File: config.mk
export PLATFORM = sky130hd
export DESIGN_NAME = sd_stream_word_loader
export DESIGN_NICKNAME = d
export VERILOG_FILES = /design/src/rtl/sd_stream_word_loader_pkg.sv /design/src/rtl/sd_stream_word_loader_fifo.sv /design/src/rtl/sd_stream_word_loader.sv
export SDC_FILE = /design/constraint.sdc
export NUM_CORES = 1
export LEC_CHECK = 0
export ABC_AREA = 1
export ABC_CLOCK_PERIOD_IN_PS = 3000
export BUFFER_PORTS_ARGS = -buffer_cell sky130_fd_sc_hd__buf_2
export CAP_MARGIN = 20
export CELL_PAD_IN_SITES_DETAIL_PLACEMENT = 1
export CELL_PAD_IN_SITES_GLOBAL_PLACEMENT = 1
export CORE_ASPECT_RATIO = 0.9
export CORE_MARGIN = 5
export CORE_UTILIZATION = 41
export CTS_CLUSTER_SIZE = 28
export DETAILED_ROUTE_END_ITERATION = 8
export PLACE_DENSITY = 0.87
export SLEW_MARGIN = 10
export SYNTH_ARGS = -nofsm -noshare
export SYNTH_HDL_FRONTEND = slang
export SYNTH_SLANG_ARGS = --single-unit
File: constraint.sdc
create_clock -name clk27mhz -period 3 [get_ports clk27mhz]
set_clock_uncertainty 0.05 [all_clocks]
set_input_delay 0.6 -clock clk27mhz [delete_from_list [all_inputs] [get_ports clk27mhz]]
set_output_delay 0.6 -clock clk27mhz [all_outputs]
set_load 0.005 [all_outputs]
File: src/rtl/sd_stream_word_loader_pkg.sv
// Shared types and helpers for the SD stream word loader.
// Default load size comes from the build-wide BIN_SIZE define.
`ifndef BIN_SIZE
`define BIN_SIZE 4096
`endif

package sd_stream_word_loader_pkg;

  localparam int DEF_LOAD_SIZE = `BIN_SIZE;

  typedef enum logic [1:0] {
    S_IDLE  = 2'd0,
    S_FILL  = 2'd1,
    S_DRAIN = 2'd2,
    S_DONE  = 2'd3
  } ld_state_t;

  function automatic int lane_pos(
    input int lane,
    input int wb,
    input bit be
  );
    return be ? (wb - 1 - lane) : lane;
  endfunction

endpackage

File: src/rtl/sd_stream_word_loader_fifo.sv
// Small synchronous word FIFO for the loader.
// A push into a full FIFO only succeeds alongside a pop.
module loader_word_fifo #(
  parameter int WIDTH = 32,
  parameter int DEPTH = 4
) (
  input  logic                     clk27mhz,
  input  logic                     resetn,
  input  logic                     i_push,
  input  logic                     i_pop,
  input  logic [WIDTH-1:0]         i_wdata,
  output logic [WIDTH-1:0]         o_rdata,
  output logic                     o_full,
  output logic                     o_empty,
  output logic [$clog2(DEPTH):0]   o_count
);

  localparam int AW = $clog2(DEPTH);
  localparam logic [AW:0] FULL_CNT = DEPTH[AW:0];

  logic [WIDTH-1:0] r_mem [DEPTH];
  logic [AW-1:0]    r_wp;
  logic [AW-1:0]    r_rp;
  logic [AW:0]      r_cnt;
  logic             w_pop;
  logic             w_push;

  // Status flags and effective push/pop
  always_comb begin
    o_full  = (r_cnt == FULL_CNT);
    o_empty = (r_cnt == '0);
    w_pop   = i_pop && !o_empty;
    w_push  = i_push && (!o_full || w_pop);
    o_rdata = r_mem[r_rp];
    o_count = r_cnt;
  end

  // Pointers and occupancy
  always_ff @(posedge clk27mhz) begin
    if (!resetn) begin
      r_wp  <= '0;
      r_rp  <= '0;
      r_cnt <= '0;
    end else begin
      if (w_push) r_wp <= r_wp + 1'b1;
      if (w_pop)  r_rp <= r_rp + 1'b1;
      case ({w_push, w_pop})
        2'b10:   r_cnt <= r_cnt + 1'b1;
        2'b01:   r_cnt <= r_cnt - 1'b1;
        default: r_cnt <= r_cnt;
      endcase
    end
  end

  // Storage array
  always_ff @(posedge clk27mhz) begin
    if (w_push) r_mem[r_wp] <= i_wdata;
  end

endmodule

File: src/rtl/sd_stream_word_loader.sv
// Packs SD reader bytes into words and writes them to memory
// at ascending addresses through a small FIFO.
module sd_stream_word_loader
  import sd_stream_word_loader_pkg::*;
#(
  parameter int          WORD_BYTES = 4,
  parameter int          FIFO_DEPTH = 4,
  parameter int          LOAD_SIZE  = DEF_LOAD_SIZE,
  parameter logic [31:0] BASE_ADDR  = 32'h0,
  parameter bit          BIG_ENDIAN = 1'b0
) (
  input  logic                    clk27mhz,
  input  logic                    resetn,
  input  logic                    enable,
  input  logic                    in_valid,
  input  logic [7:0]              in_byte,
  input  logic                    in_eof,
  output logic                    wr_req,
  output logic [31:0]             wr_addr,
  output logic [8*WORD_BYTES-1:0] wr_data,
  input  logic                    wr_ack,
  output logic                    done,
  output logic                    overflow,
  output logic [31:0]             bytes_loaded
);

  localparam int W  = 8 * WORD_BYTES;
  localparam int LW = (WORD_BYTES > 1) ? $clog2(WORD_BYTES) : 1;
  localparam int CW = $clog2(FIFO_DEPTH) + 1;
  localparam logic [LW-1:0] LAST_LANE = LW'(WORD_BYTES - 1);
  localparam logic [31:0]   LIMIT     = 32'(LOAD_SIZE);
  localparam logic [31:0]   STEP      = 32'(WORD_BYTES);

  ld_state_t     r_state;
  logic          r_done;
  logic [LW-1:0] r_lane;
  logic [W-1:0]  r_word;
  logic          r_pend;
  logic [W-1:0]  r_pend_data;
  logic [31:0]   r_bytes;
  logic [31:0]   r_addr;
  logic          r_req;
  logic          r_ovf;

  logic          w_fill;
  logic          w_acc;
  logic          w_eof;
  logic          w_last;
  logic          w_lane_end;
  logic [LW-1:0] w_lane_inc;
  logic [W-1:0]  w_word_nxt;
  int            w_pos;
  logic          w_cmp;
  logic          w_end;
  logic          w_pop;
  logic [W-1:0]  w_head;
  logic          w_full;
  logic          w_empty;
  logic [CW-1:0] w_count;

  // Byte acceptance, lane packing and word completion
  always_comb begin
    w_fill     = (r_state == S_FILL);
    w_acc      = w_fill && enable && in_valid && (r_bytes < LIMIT);
    w_eof      = w_fill && in_eof;
    w_last     = w_acc && ((r_bytes + 32'd1) == LIMIT);
    w_lane_end = (r_lane == LAST_LANE);
    w_lane_inc = w_lane_end ? '0 : r_lane + 1'b1;
    w_pos      = lane_pos(int'(r_lane), WORD_BYTES, BIG_ENDIAN);
    w_word_nxt = r_word;
    if (w_acc) w_word_nxt[8*w_pos +: 8] = in_byte;
    w_cmp = (w_acc && (w_lane_end || w_last))
         || (w_eof && (w_acc || (r_lane != '0)));
    w_end = w_eof || w_last;
    w_pop = r_req && wr_ack;
  end

  // Output port mapping
  always_comb begin
    wr_req       = r_req;
    wr_addr      = r_addr;
    wr_data      = r_req ? w_head : '0;
    done         = r_done;
    overflow     = r_ovf;
    bytes_loaded = r_bytes;
  end

  // Load sequencing and sticky completion flag
  always_ff @(posedge clk27mhz) begin
    if (!resetn) begin
      r_state <= S_IDLE;
      r_done  <= 1'b0;
    end else begin
      case (r_state)
        S_IDLE:
          if (enable) r_state <= S_FILL;
        S_FILL:
          if (w_end)        r_state <= S_DRAIN;
          else if (!enable) r_state <= S_IDLE;
        S_DRAIN:
          if (!r_pend && w_empty) begin
            r_state <= S_DONE;
            r_done  <= 1'b1;
          end
        S_DONE:
          r_done <= 1'b1;
        default:
          r_state <= S_IDLE;
      endcase
    end
  end

  // Word assembly; a finished word is staged for the next edge
  always_ff @(posedge clk27mhz) begin
    if (!resetn) begin
      r_lane      <= '0;
      r_word      <= '0;
      r_pend      <= 1'b0;
      r_pend_data <= '0;
      r_bytes     <= '0;
    end else begin
      r_pend <= w_cmp;
      if (w_cmp) r_pend_data <= w_word_nxt;
      if (w_acc) r_bytes <= r_bytes + 32'd1;
      if (w_cmp) begin
        r_lane <= '0;
        r_word <= '0;
      end else if (w_acc) begin
        r_lane <= w_lane_inc;
        r_word <= w_word_nxt;
      end
    end
  end

  // Write request, address stepping and drop detection
  always_ff @(posedge clk27mhz) begin
    if (!resetn) begin
      r_req  <= 1'b0;
      r_addr <= BASE_ADDR;
      r_ovf  <= 1'b0;
    end else begin
      r_req <= ((w_count - CW'(w_pop)) != '0);
      if (w_pop) r_addr <= r_addr + STEP;
      if (r_pend && w_full && !w_pop) r_ovf <= 1'b1;
    end
  end

  loader_word_fifo #(
    .WIDTH (W),
    .DEPTH (FIFO_DEPTH)
  ) u_fifo (
    .clk27mhz (clk27mhz),
    .resetn   (resetn),
    .i_push   (r_pend),
    .i_pop    (w_pop),
    .i_wdata  (r_pend_data),
    .o_rdata  (w_head),
    .o_full   (w_full),
    .o_empty  (w_empty),
    .o_count  (w_count)
  );

endmodule

==> reports/results.tsv <==
stage	metric	value	unit
global_routing	grt_pass1_wl	48.55	mm
global_routing	grt_max_degree	65	
route	wirelength	30.01	mm
cts	clk_pin_slew_worst_paths	60	ps
layout	final_cell_mix	nor2_1 (245), dfxtp_1 (141), nand2_1 (130)	
pwr	power_density	587.4	nW/um^2
worst_setup_path	worstPathArrival	2100	ps
route	drc_errors	0	
logic_synthesis	yosysSeqAreaShare	59.23	%
worst_setup_path	r2r_cells	13	
cts	clock_path_buffers	3	
route	vias	8762	
worst_setup_path	r2r-start	bytes_loaded[1]	
sta	layout_min_cycle_time	2751	ps
floorplan	dieHeight	167.7	microns
sta	setup_tns	0	ps
pwr	p_leak	5.401	nW
sta	max_freq	363.5	MHz
pwr	p_int	5.918	mW
logic_synthesis	yosys_warnings	0	
route	drt_pass1_iterations	6	
placed_design	place.gp.congestion	0.8313	
route	drt-initial-drc-count	426	
worst_setup_path	path_class	register to output pin	
worst_setup_path	crit_path_end_kind	output pin	
placed_design	port_buffers	110	
outcome	status	complete, no violations	
sta	hold_viol	0	
layout	fin_nets	1350	
layout	antenna_cells	0	
global_routing	grt_pass1_vias	9285	
route	vias_per_cell	5.178	
min_path	min_from	bytes_loaded[28]	
pwr	vdd_drop_max	0.3345	mV
sta	drv_slew	0	
route	drt-wirelength-per-cell	17.74	microns
floorplan	die_x	185.2	microns
global_routing	grt.total_usage	19.26	%
layout	final_common_cell	nor2_1	
run	maxCapViolCount	0	
cts	clock_sinks	271	
logic_synthesis	synthCells	1211	
sta	tightest_slew	583.2	ps
cts	cts_tree	done	
logic_synthesis	syn_area	11320	sq um
logic_synthesis	synth.avg_cell_area	9.350	sq um
pwr	netSwitchingFraction	23.06	%
placed_design	place_hpwl	19.37	mm
floorplan	start_util	41.78	%
pwr	clockPowerShare	43.7	%
worst_setup_path	regToRegSetupSlack	440	ps
layout	num-fill-cells	3114	
sta	setup_viol	0	
worst_setup_path	crit_fanout	64	
floorplan	core	27100	sq um
layout	area_growth	15.65	%
cts	h-tree-depth	1	
floorplan	die_area	31050	sq um
global_routing	grt_antenna_before_repair	0	
floorplan	io_pins	113	
sta	finalCritPeriodShare	91.70	%
logic_synthesis	ys_ff_latch	271	
sta	maxSlewHeadroom	61.12	%
min_path	whs_path_depth	2	
sta	fin_hold_ws	390.6	ps
cts	cts_made_buffers	28	
cts	clk_latency	560	ps
worst_setup_path	worst_ep_required_time	2350	ps
pwr	p_sw	1.774	mW
worst_setup_path	startpoint_type	register	
worst_setup_path	regToRegEndpoint	r_pend_data[18]	
global_routing	overflow	0	
pwr	combPwrFrac	5.2	%
min_path	holdCritPathClass	register to register	
logic_synthesis	ys_types	43	
route	antenna_left	0	
sta	rsz0062_at_grt	false	
pwr	p_total	7.693	mW
cts	cts_root_buf	clkbuf_16	
min_path	holdPathEnd	bytes_loaded[28]	
pwr	seqPwrFrac	51.1	%
layout	drive_above_1_share	16.14	%
floorplan	num_rows	57	
Yosys cell counts:
library cell | instances | area (sq um)
nand2_2 | 3 | 18.77
o21ai_2 | 13 | 113.9
a31oi_1 | 3 | 18.77
and3b_1 | 1 | 8.760
o21ai_1 | 18 | 90.09
inv_2 | 1 | 3.750
mux2i_1 | 24 | 240.2
ha_1 | 19 | 237.7
nor3_1 | 19 | 95.09
nand3b_1 | 1 | 7.510
nor2_1 | 249 | 934.7
or2_1 | 1 | 6.260
nor3b_2 | 1 | 12.51
o21ai_0 | 109 | 545.5
dfxtp_1 | 143 | 2863
a211oi_1 | 2 | 15.01
nand2_4 | 1 | 11.26
inv_1 | 110 | 412.9
nor4_1 | 1 | 6.260
nand3_4 | 2 | 35.03
o21bai_1 | 2 | 15.01
o21a_1 | 2 | 15.01
nand2_8 | 1 | 20.02
nand2_1 | 130 | 488.0
edfxtp_1 | 128 | 3844
nand3_1 | 64 | 320.3
o21ai_4 | 1 | 16.27
buf_6 | 8 | 90.09
conb_1 | 1 | 3.750
xor2_1 | 8 | 70.07
xnor2_1 | 4 | 35.03
nor2_2 | 16 | 100.1
buf_4 | 2 | 15.01
buf_1 | 5 | 18.77
nor3b_1 | 3 | 22.52
fa_1 | 1 | 20.02
nand4_1 | 9 | 56.30
nand3_2 | 1 | 10.01
buf_2 | 4 | 20.02
clkbuf_1 | 31 | 116.4
clkinv_1 | 3 | 11.26
clkbuf_8 | 1 | 13.76
a21oi_1 | 65 | 325.3
flip-flops by register name, indices dropped and copies added, names as in the netlist, named ones only:
name,flops
r_state,2
wr_addr,30
u_fifo.r_wp,2
u_fifo.r_mem,128
r_pend,1
u_fifo.o_count,3
overflow,1
u_fifo.r_rp,2
r_word,32
bytes_loaded,32
wr_req,1
r_pend_data,32
done,1
r_lane,2
power groups by stage:
| stage | registers (mW) | logic, mW | clock network (mW) |
|---|---|---|---|
| detailed placement | 4.01 | 0.403 | 0 |
| CTS | 3.93 | 0.407 | 3.42 |
| finish | 3.93 | 0.404 | 3.36 |
| global placement | 4.01 | 0.385 | 0 |
| floorplan | 4.00 | 0.279 | 0 |
| global route | 3.94 | 0.457 | 3.59 |
how the worst max path moves through the flow:
| stage | startpoint | to | slack, ps | depth (start not counted) |
|---|---|---|---|---|
| after floorplan | wr_ack | u_fifo.r_mem[0][0] | 150 | 4 |
| after global placement | enable | r_pend_data[8] | 490 | 11 |
| after detailed placement | enable | r_pend_data[18] | 400 | 13 |
| after CTS | register | wr_data[7] | 2 | 5 |
| after global routing | register | wr_data[1] | 80 | 5 |
| final | register | wr_data[1] | 250 | 5 |
logic make-up after synthesis:
logic type	after synthesis	synth area share, %
AND/OR/NAND/NOR	503	19.02
flip-flops	271	59.23
multiplexers	24	2.122
other	1	0.03312
XOR/XNOR	12	0.9282
buffers and inverters	165	6.199
AO/OA/AOI/OAI	215	10.20
adder cells (fa/ha/maj)	20	2.276
through the flow:
stage               utilization (%)  instances  worst slack, ps  area [sq um]
floorplan                         -       1212            154.7         11330
global placement              44.94       1638            485.9         12180
detailed placement            44.94       1638            395.5         12180
CTS                           48.31       1692            1.628         13090
global route                  48.32       1692            83.02         13100
finish                        48.32       1692            248.9         13100
area by class of cell:
class,instances,area [sq um],share of cell area (%)
Sequential cell,271,6709,51.23
Multi-Input combinational cell,776,3929,30.00
Clock buffer,45,830.8,6.344
Timing Repair Buffer,124,680.7,5.198
Tap cell,354,442.9,3.382
Inverter,114,431.7,3.296
Clock inverter,7,63.81,0.4873
Timing Repair inverter,1,7.507,0.05733
metal layers:
metal  up-vias  GRT usage (%)  routed length, microns
met2       202          34.92                   15390
met1      4293          23.48                   12390
li1       4218              -                       -
met4         0          4.340                     591
met3        49          4.035                    1633
met5         -              0                       0
what timing repair did:
item                                    4_1_cts  5_1_grt
endpoints found under the setup margin        9       12
buffers inserted                              1        0
hold buffers                                  0        0
gates cloned                                  1        0
hold endpoints to repair                      0        0
resized for setup                             1        2
worst max-delay path, cell delays in order, from the launching register on:
cell and delay [ps]:
dfxtp_2 340, clkinv_1 40, buf_4 460, o21ai_0 250
a21oi_1 270, buf_2 160
Note: power is estimated with default switching activity, not from simulation.
